### config.mk
export PLATFORM = sky130hd
export DESIGN_NAME = rv_multicycle_ctrl
export DESIGN_NICKNAME = d
export VERILOG_FILES = /design/src/rtl/rv_ctrl_pkg.sv /design/src/rtl/rv_opclass_dec.sv /design/src/rtl/rv_multicycle_ctrl.sv
export SDC_FILE = /design/constraint.sdc
export NUM_CORES = 1
export LEC_CHECK = 0
export ABC_CLOCK_PERIOD_IN_PS = 3240
export CORE_MARGIN = 1
export CORE_UTILIZATION = 40
export DETAILED_ROUTE_END_ITERATION = 8
export GPL_ROUTABILITY_DRIVEN = 0
export PLACE_DENSITY_LB_ADDON = 0.08
export SLEW_MARGIN = 20
export SYNTH_ARGS = -nofsm -noshare
export SYNTH_HDL_FRONTEND = slang
export SYNTH_HIERARCHICAL = 1
export SYNTH_SLANG_ARGS = --single-unit
### constraint.sdc
create_clock -name clk -period 3.24 [get_ports clk]
set_input_delay 0.324 -clock clk [delete_from_list [all_inputs] [get_ports clk]]
set_output_delay 0.324 -clock clk [all_outputs]
set_load 0.005 [all_outputs]
### src/rtl/rv_ctrl_pkg.sv
// ============================================================
// rv_ctrl_pkg : shared encodings for the RV32I multi-cycle control
// Rev 1.0
// ============================================================
`default_nettype none

package rv_ctrl_pkg;

  localparam logic [6:0] OPC_LUI   = 7'b0110111;
  localparam logic [6:0] OPC_AUIPC = 7'b0010111;
  localparam logic [6:0] OPC_JAL   = 7'b1101111;
  localparam logic [6:0] OPC_JALR  = 7'b1100111;
  localparam logic [6:0] OPC_BR    = 7'b1100011;
  localparam logic [6:0] OPC_LOAD  = 7'b0000011;
  localparam logic [6:0] OPC_STORE = 7'b0100011;
  localparam logic [6:0] OPC_OPIMM = 7'b0010011;
  localparam logic [6:0] OPC_OP    = 7'b0110011;

  typedef enum logic [2:0] {
    ST_RESET  = 3'd0,
    ST_FETCH  = 3'd1,
    ST_DECODE = 3'd2,
    ST_EXEC   = 3'd3,
    ST_MEM    = 3'd4,
    ST_WB     = 3'd5,
    ST_TRAP   = 3'd6
  } state_t;

  typedef enum logic [3:0] {
    CLS_NONE  = 4'd0,
    CLS_LUI   = 4'd1,
    CLS_AUIPC = 4'd2,
    CLS_JAL   = 4'd3,
    CLS_JALR  = 4'd4,
    CLS_BR    = 4'd5,
    CLS_LOAD  = 4'd6,
    CLS_STORE = 4'd7,
    CLS_OPIMM = 4'd8,
    CLS_OP    = 4'd9
  } opclass_t;

  localparam logic [1:0] PC_SEL_PC4 = 2'd0;
  localparam logic [1:0] PC_SEL_IMM = 2'd1;
  localparam logic [1:0] PC_SEL_ALU = 2'd2;

  localparam logic [1:0] WB_SEL_ALU = 2'd0;
  localparam logic [1:0] WB_SEL_MEM = 2'd1;
  localparam logic [1:0] WB_SEL_PC4 = 2'd2;
  localparam logic [1:0] WB_SEL_IMM = 2'd3;

  // ALU operand selects {alu_a_sel, alu_b_sel}; held unchanged from EXEC into WB.
  function automatic logic [1:0] alu_ab_sel(input opclass_t cls);
    logic [1:0] sel;
    sel = 2'b00;
    case (cls)
      CLS_OPIMM, CLS_LOAD, CLS_STORE, CLS_JALR: sel = 2'b01;
      CLS_AUIPC:                                sel = 2'b11;
      default:                                  sel = 2'b00;
    endcase
    return sel;
  endfunction

endpackage

`default_nettype wire

### src/rtl/rv_opclass_dec.sv
// ============================================================
// rv_opclass_dec : combinational RV32I opcode -> {opclass, illegal}
// Rev 1.0
// ============================================================
`default_nettype none

module rv_opclass_dec
  import rv_ctrl_pkg::*;
(
  input  logic [6:0] opcode,
  output opclass_t   opclass,
  output logic       illegal
);

  always_comb begin
    opclass = CLS_NONE;
    illegal = 1'b0;
    case (opcode)
      OPC_LUI:   opclass = CLS_LUI;
      OPC_AUIPC: opclass = CLS_AUIPC;
      OPC_JAL:   opclass = CLS_JAL;
      OPC_JALR:  opclass = CLS_JALR;
      OPC_BR:    opclass = CLS_BR;
      OPC_LOAD:  opclass = CLS_LOAD;
      OPC_STORE: opclass = CLS_STORE;
      OPC_OPIMM: opclass = CLS_OPIMM;
      OPC_OP:    opclass = CLS_OP;
      default:   illegal = 1'b1;
    endcase
  end

endmodule

`default_nettype wire

### src/rtl/rv_multicycle_ctrl.sv
// ============================================================
// rv_multicycle_ctrl : RV32I multi-cycle control FSM with mem timeouts
// Rev 1.0
// ============================================================
`default_nettype none

module rv_multicycle_ctrl
  import rv_ctrl_pkg::*;
#(
  parameter int MEM_TIMEOUT = 15,
  parameter int TMO_W       = 4
) (
  input  logic       clk,
  input  logic       rst_n,
  input  logic [6:0] opcode,
  input  logic       br_taken,
  input  logic       imem_ack,
  input  logic       dmem_ack,
  output logic       imem_req,
  output logic       dmem_req,
  output logic       dmem_we,
  output logic       ir_we,
  output logic       pc_we,
  output logic [1:0] pc_sel,
  output logic       alu_a_sel,
  output logic       alu_b_sel,
  output logic       rf_we,
  output logic [1:0] wb_sel,
  output logic       retire,
  output logic       trap,
  output logic [2:0] state
);

  localparam logic [TMO_W-1:0] TMO_LIMIT = TMO_W'(MEM_TIMEOUT);

  state_t           cur_state;
  state_t           nxt_state;
  opclass_t         opclass;
  opclass_t         dec_class;
  logic             dec_illegal;
  logic [TMO_W-1:0] tmo_cnt;
  logic [TMO_W-1:0] tmo_inc;
  logic [TMO_W-1:0] tmo_nxt;
  logic             tmo_hit;
  logic             trap_flag;

  rv_opclass_dec u_dec (
    .opcode  (opcode),
    .opclass (dec_class),
    .illegal (dec_illegal)
  );

  assign tmo_inc = tmo_cnt + TMO_W'(1);
  assign tmo_hit = (tmo_inc == TMO_LIMIT);

  always_ff @(posedge clk) begin
    if (!rst_n) begin
      cur_state <= ST_RESET;
      opclass   <= CLS_NONE;
      tmo_cnt   <= '0;
      trap_flag <= 1'b0;
    end else begin
      cur_state <= nxt_state;
      tmo_cnt   <= tmo_nxt;
      if (cur_state == ST_DECODE) begin
        opclass <= dec_class;
      end
      if (nxt_state == ST_TRAP) begin
        trap_flag <= 1'b1;
      end
    end
  end

  always_comb begin
    nxt_state = cur_state;
    tmo_nxt   = '0;
    imem_req  = 1'b0;
    dmem_req  = 1'b0;
    dmem_we   = 1'b0;
    ir_we     = 1'b0;
    pc_we     = 1'b0;
    pc_sel    = PC_SEL_PC4;
    alu_a_sel = 1'b0;
    alu_b_sel = 1'b0;
    rf_we     = 1'b0;
    wb_sel    = WB_SEL_ALU;
    retire    = 1'b0;

    case (cur_state)
      ST_RESET: nxt_state = ST_FETCH;

      ST_FETCH: begin
        imem_req = 1'b1;
        // Ack takes priority over a timeout landing in the same cycle.
        if (imem_ack) begin
          ir_we     = 1'b1;
          nxt_state = ST_DECODE;
        end else begin
          tmo_nxt = tmo_inc;
          if (tmo_hit) nxt_state = ST_TRAP;
        end
      end

      ST_DECODE: nxt_state = dec_illegal ? ST_TRAP : ST_EXEC;

      ST_EXEC: begin
        {alu_a_sel, alu_b_sel} = alu_ab_sel(opclass);
        case (opclass)
          CLS_LOAD, CLS_STORE: nxt_state = ST_MEM;
          CLS_BR: begin
            pc_we     = 1'b1;
            pc_sel    = br_taken ? PC_SEL_IMM : PC_SEL_PC4;
            retire    = 1'b1;
            nxt_state = ST_FETCH;
          end
          CLS_JAL, CLS_JALR: begin
            rf_we     = 1'b1;
            wb_sel    = WB_SEL_PC4;
            pc_we     = 1'b1;
            pc_sel    = (opclass == CLS_JAL) ? PC_SEL_IMM : PC_SEL_ALU;
            retire    = 1'b1;
            nxt_state = ST_FETCH;
          end
          default: nxt_state = ST_WB;
        endcase
      end

      ST_MEM: begin
        dmem_req  = 1'b1;
        dmem_we   = (opclass == CLS_STORE);
        alu_b_sel = 1'b1;
        if (dmem_ack) begin
          if (opclass == CLS_STORE) begin
            pc_we     = 1'b1;
            retire    = 1'b1;
            nxt_state = ST_FETCH;
          end else begin
            nxt_state = ST_WB;
          end
        end else begin
          tmo_nxt = tmo_inc;
          if (tmo_hit) nxt_state = ST_TRAP;
        end
      end

      ST_WB: begin
        {alu_a_sel, alu_b_sel} = alu_ab_sel(opclass);
        rf_we     = 1'b1;
        pc_we     = 1'b1;
        retire    = 1'b1;
        nxt_state = ST_FETCH;
        case (opclass)
          CLS_LOAD: wb_sel = WB_SEL_MEM;
          CLS_LUI:  wb_sel = WB_SEL_IMM;
          default:  wb_sel = WB_SEL_ALU;
        endcase
      end

      ST_TRAP: nxt_state = ST_TRAP;

      default: nxt_state = ST_RESET;
    endcase
  end

  assign trap  = trap_flag;
  assign state = cur_state;

endmodule

`default_nettype wire

# Word level (Yosys, flattened, before mapping)

Index checks and enable logic that the tools add are counted.

$add $sub $neg: 1
Equality and inequality tests: 25
Muxes and demuxes: 32
Reduce and logical (&&, ||, !) cells: 8

Operators by type and width:

| cell                | count |
|---|---|
| $pmux 4 s9          | 1 |
| $eq 7x6->1 const B  | 3 |
| $eq 7x7->1 const B  | 3 |
| $pmux 3 s6          | 1 |
| $eq 4x3->1 const B  | 4 |
| $pmux 2 s2          | 4 |
| $mux 3              | 5 |
| $eq 7x5->1 const B  | 2 |
| $eq 3x3->1 const B  | 4 |
| $mux 1              | 11 |
| $reduce_or 9->1     | 1 |
| $eq 4x2->1 const B  | 2 |
| $eq 4x4->1 const B  | 2 |
| $mux 4              | 2 |
| $pmux 4 s2          | 1 |
| $reduce_or 2->1     | 4 |
| $eq 7x2->1 const B  | 1 |
| $eq 3x2->1 const B  | 2 |
| $mux 2              | 3 |
| $pmux 3 s2          | 1 |
| $add 4x1->4 const B | 1 |
| $eq 4x1->1 const B  | 1 |
| $pmux 1 s2          | 2 |
| $reduce_or 4->1     | 1 |
| other kinds (4)     | 4 |

Register bits: 12
Bits of input ports: 12
Output and inout port bits: 17

# Depth between registers and ports, before layout

Gate-level depths: netlist (run 1).

Word-level depth: 6
Mapped depth: 8
Depth with buffers taken out: 7

# Cells and area by module

Netlist (run 1), hierarchy kept.

Modules (own cells, without submodules):

| module             | instances | cells an instance | area each (um^2) | seq. area each (um^2) |
|---|---|---|---|---|
| rv_multicycle_ctrl | 1         | 116               | 892.1            | 240.2 |
| rv_opclass_dec     | 1         | 24                | 137.6            | 0.0 |

# Worst setup path before layout (run 1)

Ideal clock, no wire load.

Path type: register -> output
Start point: register cur_state[2] (netlist: state[2])
End point: output port wb_sel[1]
Data arrival time: 1,267 ps
Path slack: 1,649 ps
Cell stages (with the launch flop): 6
Path buffers: 1
Cells stage by stage: dfxtp_1 -> buf_4 -> nand3_1 -> mux2_2 -> o32a_1 -> nor2_1

Word-level cells in the longest chain between the ends: 2

Ends and longest elaborated chain:

| item                                            | line                     | RTL |
|---|---|---|
| from (decl)                                     | rv_multicycle_ctrl.sv:36 | `state_t cur_state;` |
| from (signal assigned)                          | rv_multicycle_ctrl.sv:63 | `cur_state <= nxt_state;` |
| $eq 3x3->1 / $eq 3x2->1 (equally long branches) | rv_multicycle_ctrl.sv:89 | `case (cur_state)` |
| $pmux 2 s2 *                                    | rv_multicycle_ctrl.sv:89 |  |
| to (decl)                                       | rv_multicycle_ctrl.sv:28 | `output logic [1:0] wb_sel,` |

Every way passes the cells marked *; elsewhere a longest branch is shown, timed or not.

# Worst setup path in the final report (run 1)

Start point: register cur_state[0] (netlist: state[0])
End point: output port wb_sel[1]

The elaborated chain is that of the path after synthesis.

==> results of run 1 <==
-- flip-flops by register name (all words and copies together) (netlist names) --
| name | cells |
|---|---|
| tmo_cnt | 4 |
| state | 3 |
| opclass | 4 |
| trap | 1 |
-- power breakdown --
group	switching [W]	internal [W]
combinational	0.0000601	0.0000751
sequential	0.0000306	0.000157
clock	0.0000594	0.0000684
total	0.000150	0.000301
-- routing by layer --
layer  up-vias  GRT usage, %
met1       515          24.6
met3         6          3.77
met2        22          31.9
li1        550             -
met5         -             0
met4         0          8.77
-- final cells by class --
cell class                 count  share of cell area [%]
inverter                       7                    1.98
multi-input combinational    112                    53.1
clock buffer                   4                    2.74
timing repair buffer          28                    21.2
sequential                    12                    18.1
tap                           30                    2.84
-- synthesized netlist by cell type, drive strengths merged (2+ instances only) --
cell type   n  area [sq um]
nor2       13          48.8
nand3b      4          42.5
a211oi      2          20.0
and2        2          12.5
o31ai       3          27.5
o21ai      14          70.1
ha          2          25.0
nand3       7          35.0
and3b       2          17.5
inv         7          26.3
nand2      16          60.1
dfxtp      12           240
a21oi       6          30.0
buf         7          51.3
a21boi      5          37.5
clkbuf      2          8.75
nor3        7          40.0
a21o        2          15.0
nand2b      2          12.5
and3        2          12.5
and2b       2          17.5
-- how the worst max path moves through the flow --
stage / endpoint / depth (start not counted)
2_1_floorplan: wb_sel[1] / 5
3_3_place_gp: wb_sel[1] / 5
3_5_place_dp: wb_sel[1] / 5
4_1_cts: wb_sel[1] / 5
5_1_grt: wb_sel[1] / 5
6_report: wb_sel[1] / 5
-- worst min-delay path: cells and delay by family, from the launching register on --
kind             cells  cell delay [ps]
flip-flops           1              330
AO/OA/AOI/OAI        1               50
AND/OR/NAND/NOR      1               70
-- through the flow --
stage,hold WS [ps],total power (W),utilization [%],std cells,setup slack (ps)
6_report,491,0.000451,53.9,193,472
2_1_floorplan,446,0.000266,-,140,1650
3_3_place_gp,455,0.000324,52.4,189,840
3_5_place_dp,474,0.000326,52.4,189,773
4_1_cts,497,0.000455,53.9,193,450
5_1_grt,524,0.000479,53.9,193,243
-- cell families (layout without fill, tap and decap cells) --
logic type	count (synthesis)	in the layout	synth area share, %
AO/OA/AOI/OAI	40	40	26.0
AND/OR/NAND/NOR	66	66	36.1
XOR/XNOR	2	2	1.70
multiplexers	1	1	1.09
adder cells (fa/ha/maj)	3	3	3.40
flip-flops	12	12	23.3
buffers and inverters	16	39	8.38
==> out/qor.txt, run 1 <==
Die W = 52.7 um
leakage = 0.490 nW
max-slew violation count = 0
Nets = 178
slowest CP cell = dfxtp_1
worst slew pin tran = 604 ps
min Tclk post-route = 2770 ps
fin area = 1320 sq um
RSZ-0062 raised after global routing = false
Max-cap violations = 0
hold depth = 2
ys flop type = dfxtp_1
Power Dens Cells = 341 nW/um^2
wl on met1 = 1.20 mm
Setup TNS = 0 ps
synth warn = 6
hold crit path type = reg2reg
Clock Tree Root = clkbuf_4
peak supply drop = 248 uV
fmax = 361 MHz
Crit Path Category = reg2out
CP top delay family = flip-flops
final hold violation count = 0
clk_lat worst skew = 280 ps
vias in the first global route = 934
gr usage total = 19.6%
CTS Buf Count = 3
commonest non-fill, non-tap cell in the layout = clkdlybuf4s50_1
Slowest Stage Delay on Critical Path = 720 ps
Syn Std Cell Area = 1030 sq um
crit end category = output pin
# setup viols final = 0
Critical R2R Launch = state[0]$_SDFF_PN0_
Buf+Inv Stages, Crit Path = 1
Worst Clk Skew = 1.45 ps
DIE HEIGHT = 52.7 um
Filler cells = 239
Async SR Flop Fraction = 0%
area taken by multi-input logic gates = 703 sq um
DRC marker count from the first detailed-route iteration = 24
status = finished clean
crit path launch type = flop
hold wc startpoint = trap$_SDFFE_PN0N_
Die ar. = 2780 sq um
Post-CTS Hold Buffers = 0
CTS tree = yes
Final Cycle Share = 85.4%
worst path required time = 2920 ps
synth unique cells = 53
Critical Path Source = state[0]$_SDFF_PN0_
WL final = 2.54 mm
Reg2Reg Depth = 4
Max Root-Sink Buffers = 2
antenna violations before repair = 0
Pre-antenna DRT Iters = 4
most frequent cells in the layout = clkdlybuf4s50_1, nand2_1, nor2_1
Met3 Wirelength = 84 um
largest fanout on the critical path = 19
synthesized flop and latch total = 12
Synth Net Count = 154
Post-synth EDFFs = 0
top sig layer = met4
DR WL/cell = 13.1 um
post-CTS setup buffers = 0
reg2reg setup slack = 1550 ps
metal2 WL = 1.21 mm
first-pass GRT wire length = 3.96 mm
DRC = 0
Reg area = 240 sq um
vias per cell = 5.66
Clock Pin Slew Worst Setup and Hold Paths = 90 ps
IO buf count = 28
Mapped Avg Cell Area = 7.36 sq um
CTS sink cnt = 12
I/O pin cnt = 29
row count = 18
antenna diode count = 0
end of the worst hold path = trap$_SDFFE_PN0N_
Reg2Reg Capture Point = trap$_SDFFE_PN0N_
post-CTS resize count = 0
share of post-route cells with drive strength above 1 = 7.36%
total number of vias = 1093
crit-path cells = nand3_1, mux2_2, o32a_1, nor2_1, clkdlybuf4s50_1
relative slew slack = 59.7%
Final ANT Viol Nets = 0
DP Wirelength = 1.86 mm
core area = 2450 sq um
Placed Area = 1290 sq um
Critical Path AT = 2440 ps
H-tree Lvls = 1
sequential share of the synthesized area = 23.3%
largest net degree at the start of global routing = 20
GR Overflow Total = 0
synthesized instance count = 140
Starting Density = 41.9%
P&R area growth vs syn = 28.6%
Power figures use the tool's default switching activity.
==> run 2: changes to the inputs <==
--- a/config.mk
+++ b/config.mk
@@ -11,7 +11,7 @@
 export DETAILED_ROUTE_END_ITERATION = 8
 export GPL_ROUTABILITY_DRIVEN = 0
 export PLACE_DENSITY_LB_ADDON = 0.08
-export SLEW_MARGIN = 20
+export SLEW_MARGIN = 10
 export SYNTH_ARGS = -nofsm -noshare
 export SYNTH_HDL_FRONTEND = slang
 export SYNTH_HIERARCHICAL = 1
==> results of run 2 <==
Final layout, timing and power as in run 1 (identical DEF).
